File: config.mk
export PLATFORM = sky130hd
export DESIGN_NAME = mult_hilo_unit
export DESIGN_NICKNAME = d
export VERILOG_FILES = /design/src/rtl/mult_hilo_unit_pkg.sv /design/src/rtl/mult_hilo_unit_shift_add_step.sv /design/src/rtl/mult_hilo_unit.sv
export SDC_FILE = /design/constraint.sdc
export NUM_CORES = 1
export LEC_CHECK = 0
export ABC_AREA = 0
export CAP_MARGIN = 10
export CORE_UTILIZATION = 52
export DETAILED_ROUTE_END_ITERATION = 6
export GPL_TIMING_DRIVEN = 1
export PLACE_DENSITY = 0.84
export SLEW_MARGIN = 30
export SYNTH_ARGS = -nofsm -noshare
export SYNTH_HDL_FRONTEND = slang
export SYNTH_HIERARCHICAL = 1
export SYNTH_SLANG_ARGS = --single-unit
File: constraint.sdc
create_clock -name i_clk -period 7.22 [get_ports i_clk]
set_input_delay 1.444 -clock i_clk [delete_from_list [all_inputs] [get_ports i_clk]]
set_output_delay 1.444 -clock i_clk [all_outputs]
set_load 0.1 [all_outputs]
File: src/rtl/mult_hilo_unit_pkg.sv
// Shared constants for the HI/LO shift-add multiplier: default operand width and FSM encodings.
package mult_hilo_unit_pkg;

    localparam int unsigned MULT_WIDTH = 32;

    localparam logic [1:0] MULT_IDLE = 2'd0;
    localparam logic [1:0] MULT_BUSY = 2'd1;
    localparam logic [1:0] MULT_DONE = 2'd2;

endpackage : mult_hilo_unit_pkg

File: src/rtl/mult_hilo_unit_shift_add_step.sv
// One radix-2 shift-add step: conditionally add the multiplicand into the upper half,
// then shift {carry, accumulator} right by one.
module shift_add_step #(
    parameter int unsigned WIDTH = 32
) (
    input  logic [2*WIDTH-1:0] i_acc,
    input  logic [WIDTH-1:0]   i_mcand,
    input  logic               i_mplier_lsb,
    output logic [2*WIDTH-1:0] o_acc_next
);

    localparam int unsigned ACC_W = 2 * WIDTH;

    logic [WIDTH:0] w_sum;

    // Carry out of the upper-half add lands in bit WIDTH and is shifted back in.
    assign w_sum      = {1'b0, i_acc[ACC_W-1:WIDTH]}
                      + (i_mplier_lsb ? {1'b0, i_mcand} : (WIDTH+1)'(0));
    assign o_acc_next = ACC_W'({w_sum, i_acc[WIDTH-1:0]} >> 1);

endmodule : shift_add_step

File: src/rtl/mult_hilo_unit.sv
// Iterative MULT/MULTU unit owning HI/LO; one shift-add step per cycle, WIDTH cycles per product.
module mult_hilo_unit
    import mult_hilo_unit_pkg::*;
#(
    parameter int unsigned WIDTH = MULT_WIDTH
) (
    input  logic             i_clk,
    input  logic             i_rst,
    input  logic             i_start_mult,
    input  logic             i_mult_sign,
    input  logic [WIDTH-1:0] i_operand_a,
    input  logic [WIDTH-1:0] i_operand_b,
    output logic [WIDTH-1:0] o_hi,
    output logic [WIDTH-1:0] o_lo,
    output logic             o_busy,
    output logic             o_done
);

    localparam int unsigned CNT_W = $clog2(WIDTH);
    localparam int unsigned ACC_W = 2 * WIDTH;

    logic [1:0]       r_state;
    logic [1:0]       w_next_state;
    logic [ACC_W-1:0] r_acc;
    logic [ACC_W-1:0] w_acc_next;
    logic [ACC_W-1:0] w_result;
    logic [WIDTH-1:0] r_mcand;
    logic [WIDTH-1:0] r_mplier;
    logic [WIDTH-1:0] r_hi;
    logic [WIDTH-1:0] r_lo;
    logic [WIDTH-1:0] w_a_mag;
    logic [WIDTH-1:0] w_b_mag;
    logic [CNT_W-1:0] r_count;
    logic             r_negate;
    logic             r_busy;
    logic             r_done;
    logic             w_launch;
    logic             w_last;

    assign w_launch = i_start_mult && ((r_state == MULT_IDLE) || (r_state == MULT_DONE));
    assign w_last   = (r_state == MULT_BUSY) && (r_count == '0);

    // Signed operands are reduced to magnitudes; 0x80..0 negates to itself, read as unsigned.
    assign w_a_mag = (i_mult_sign && i_operand_a[WIDTH-1]) ? WIDTH'(~i_operand_a + WIDTH'(1))
                                                           : i_operand_a;
    assign w_b_mag = (i_mult_sign && i_operand_b[WIDTH-1]) ? WIDTH'(~i_operand_b + WIDTH'(1))
                                                           : i_operand_b;
    assign w_result = r_negate ? ACC_W'(~w_acc_next + ACC_W'(1)) : w_acc_next;

    shift_add_step #(
        .WIDTH (WIDTH)
    ) u_step (
        .i_acc        (r_acc),
        .i_mcand      (r_mcand),
        .i_mplier_lsb (r_mplier[0]),
        .o_acc_next   (w_acc_next)
    );

    always_comb begin
        w_next_state = r_state;
        case (r_state)
            MULT_IDLE: if (i_start_mult) w_next_state = MULT_BUSY;
            MULT_BUSY: if (r_count == '0) w_next_state = MULT_DONE;
            MULT_DONE: w_next_state = i_start_mult ? MULT_BUSY : MULT_IDLE;
            default:   w_next_state = MULT_IDLE;
        endcase
    end

    // busy/done are registered copies of the next-state decode.
    always_ff @(posedge i_clk or posedge i_rst) begin
        if (i_rst) begin
            r_state <= MULT_IDLE;
            r_busy  <= 1'b0;
            r_done  <= 1'b0;
        end else begin
            r_state <= w_next_state;
            r_busy  <= (w_next_state == MULT_BUSY);
            r_done  <= (w_next_state == MULT_DONE);
        end
    end

    always_ff @(posedge i_clk or posedge i_rst) begin
        if (i_rst) begin
            r_acc    <= '0;
            r_mcand  <= '0;
            r_mplier <= '0;
            r_count  <= '0;
            r_negate <= 1'b0;
            r_hi     <= '0;
            r_lo     <= '0;
        end else if (w_launch) begin
            r_acc    <= '0;
            r_mcand  <= w_a_mag;
            r_mplier <= w_b_mag;
            r_count  <= CNT_W'(WIDTH - 1);
            r_negate <= i_mult_sign & (i_operand_a[WIDTH-1] ^ i_operand_b[WIDTH-1]);
        end else if (r_state == MULT_BUSY) begin
            r_acc    <= w_acc_next;
            r_mplier <= r_mplier >> 1;
            if (w_last) begin
                r_hi <= w_result[ACC_W-1:WIDTH];
                r_lo <= w_result[WIDTH-1:0];
            end else begin
                r_count <= r_count - CNT_W'(1);
            end
        end
    end

    assign o_hi   = r_hi;
    assign o_lo   = r_lo;
    assign o_busy = r_busy;
    assign o_done = r_done;

endmodule : mult_hilo_unit
==> results.py <==
metrics = {
    "status": {
        "status": "completed",
    },
    "final_layout": {
        "layout_common_cells": "nand2_1, dfrtp_1, clkdlybuf4s50_1",
        "stdcell_count": 1774,
        "nFillCells": 1921,
        "layout_commonest_cell": "nand2_1",
        "finalNetCount": 1544,
        "diodes": 0,
        "area_growth_pct": 17.2,
        "drive_gt1_frac": 0.0577,
    },
    "logic_synthesis": {
        "synthesis.area_um2": 12400,
        "avgSynthCellArea_um2": 9.01,
        "yosys_warnings": 6,
        "syn_inst": 1379,
        "syn-num-nets": 1484,
    },
    "clock_tree": {
        "htree_levels": 1,
        "clk_latency_ps": 500,
        "cts_setup_buffers": 0,
        "ctsHoldBuffers": 0,
        "clk_pin_slew_ps": 60,
        "cts_buffers": 22,
        "clock-sinks": 201,
        "cts_tree": "built",
        "clock-root-buffer": "clkbuf_16",
        "clock_path_buffers": 3,
        "post_cts_resized": 0,
    },
    "hold_path": {
        "worstHoldStart": "r_mcand[8]$_DFFE_PP0P_",
        "worst_hold_path_type": "register to register",
    },
    "setup_path": {
        "critPathCaptureType": "register",
        "startpoint_type": "register",
        "timing_worst_setup_path_type": "register to register",
        "reg2reg_from": "r_mplier[0]$_DFFE_PP0P_",
        "cp.arrival_ps": 5680,
        "crit_path_start": "r_mplier[0]$_DFFE_PP0P_",
        "required_ps": 7560,
        "critPathMaxFanout": 33,
    },
    "global_route": {
        "grt_pass1_wl_mm": 48.2,
        "grt_pass1_vias": 9741,
        "antenna_found_initial": 0,
        "grt_max_degree": 122,
        "grtUsageTotal": 0.240,
        "grt-ovfl-total": 0,
    },
    "floorplan": {
        "initial_core_util": 0.529,
        "die_w_um": 157,
        "rows": 56,
        "die_y_um": 157,
        "placeableCoreArea_um2": 23500,
        "io_pins": 134,
        "die_area_um2": 24500,
    },
    "placement": {
        "placed_cells": 1733,
        "place.gp.congestion": 0.929,
        "hpwl_mm": 20.4,
        "io_buffers": 133,
    },
    "routing": {
        "drtIter0Drc": 820,
        "wl_mm": 28.9,
        "via_count": 10303,
        "ant_nets": 0,
        "drc": 0,
        "vias_per_cell": 5.81,
        "detail_route.wl_per_cell_um": 16.3,
        "drt_first_pass_iters": 5,
    },
    "timing": {
        "drv_slew": 0,
        "rsz0062_at_grt": "no",
        "final.setup_skew_ps": 11.4,
        "finalCritPeriodShare": 0.740,
        "period_needed_ps": 5350,
        "max_freq_ghz": 0.187,
        "setup_viol": 0,
        "relSlewSlack": 0.331,
        "hold_violations": 0,
        "finalSetupTns_ps": 0,
        "tightest_slew_ps": 1000,
    },
    "job": {
        "drv_cap": 0,
    },
}
[layout make-up]
type                       instances  area, µm²  share of cell area
multi-input combinational       1048       6790               0.466
inverter                          24       97.6             0.00671
clock buffer                      31        656              0.0450
sequential                       201       5030               0.346
timing repair buffer             142       1420              0.0977
tap                              319        399              0.0274
clock inverter                     9        160              0.0110
[flip-flops by register name, summed over array words and instances, names as in the netlist]
name	count
r_state	2
r_count	5
r_mplier	32
o_busy	1
o_done	1
r_negate	1
r_acc	63
o_lo	32
r_mcand	32
o_hi	32
[through the flow]
stage | util | setup WS [ps] | cell area [µm²] | hold WS, ps
3_5_place_dp | 0.584 | 1970 | 13700 | 463
2_1_floorplan | - | 294 | 12400 | 438
4_1_cts | 0.619 | 1900 | 14500 | 476
6_report | 0.620 | 1870 | 14600 | 472
3_3_place_gp | 0.584 | 2030 | 13700 | 455
5_1_grt | 0.620 | 1620 | 14600 | 496
[path summary, 6_finish.rpt]
kind,end,cells after the start,slack [ps]
worst max-delay path,o_hi[26]$_DFFE_PP0P_,16,1870
worst min-delay path,r_mcand[8]$_DFFE_PP0P_,2,470
worst max register to register,o_hi[26]$_DFFE_PP0P_,16,1870
worst min register to register,r_mcand[8]$_DFFE_PP0P_,2,470
max in group asynchronous,r_negate$_DFFE_PP0P_,3,4720
min in group asynchronous,o_hi[13]$_DFFE_PP0P_,2,1440
[critical path, cell delays in order (launching register included)]
cell      delay (ps)
dfrtp_1          640
and2_1           300
ha_1             220
fa_1             430
a211o_1          350
a211oi_2         350
o31ai_2          170
a21o_1           210
a21oi_2          160
o21ai_1          100
xor2_1           170
or4_1            660
or3_1            480
or4_1            420
o31ai_1          260
xor2_1           180
o21ai_0           90
[layer usage]
layer  share of wire  global-route usage
met3           0.060              0.0299
met1            0.46               0.339
met4           0.016              0.0593
met2            0.46               0.390
met5               0                   0
Power is left out: the tool's default activity adds up to more than one toggle a clock period on the data nets, which glitch-free logic cannot reach.
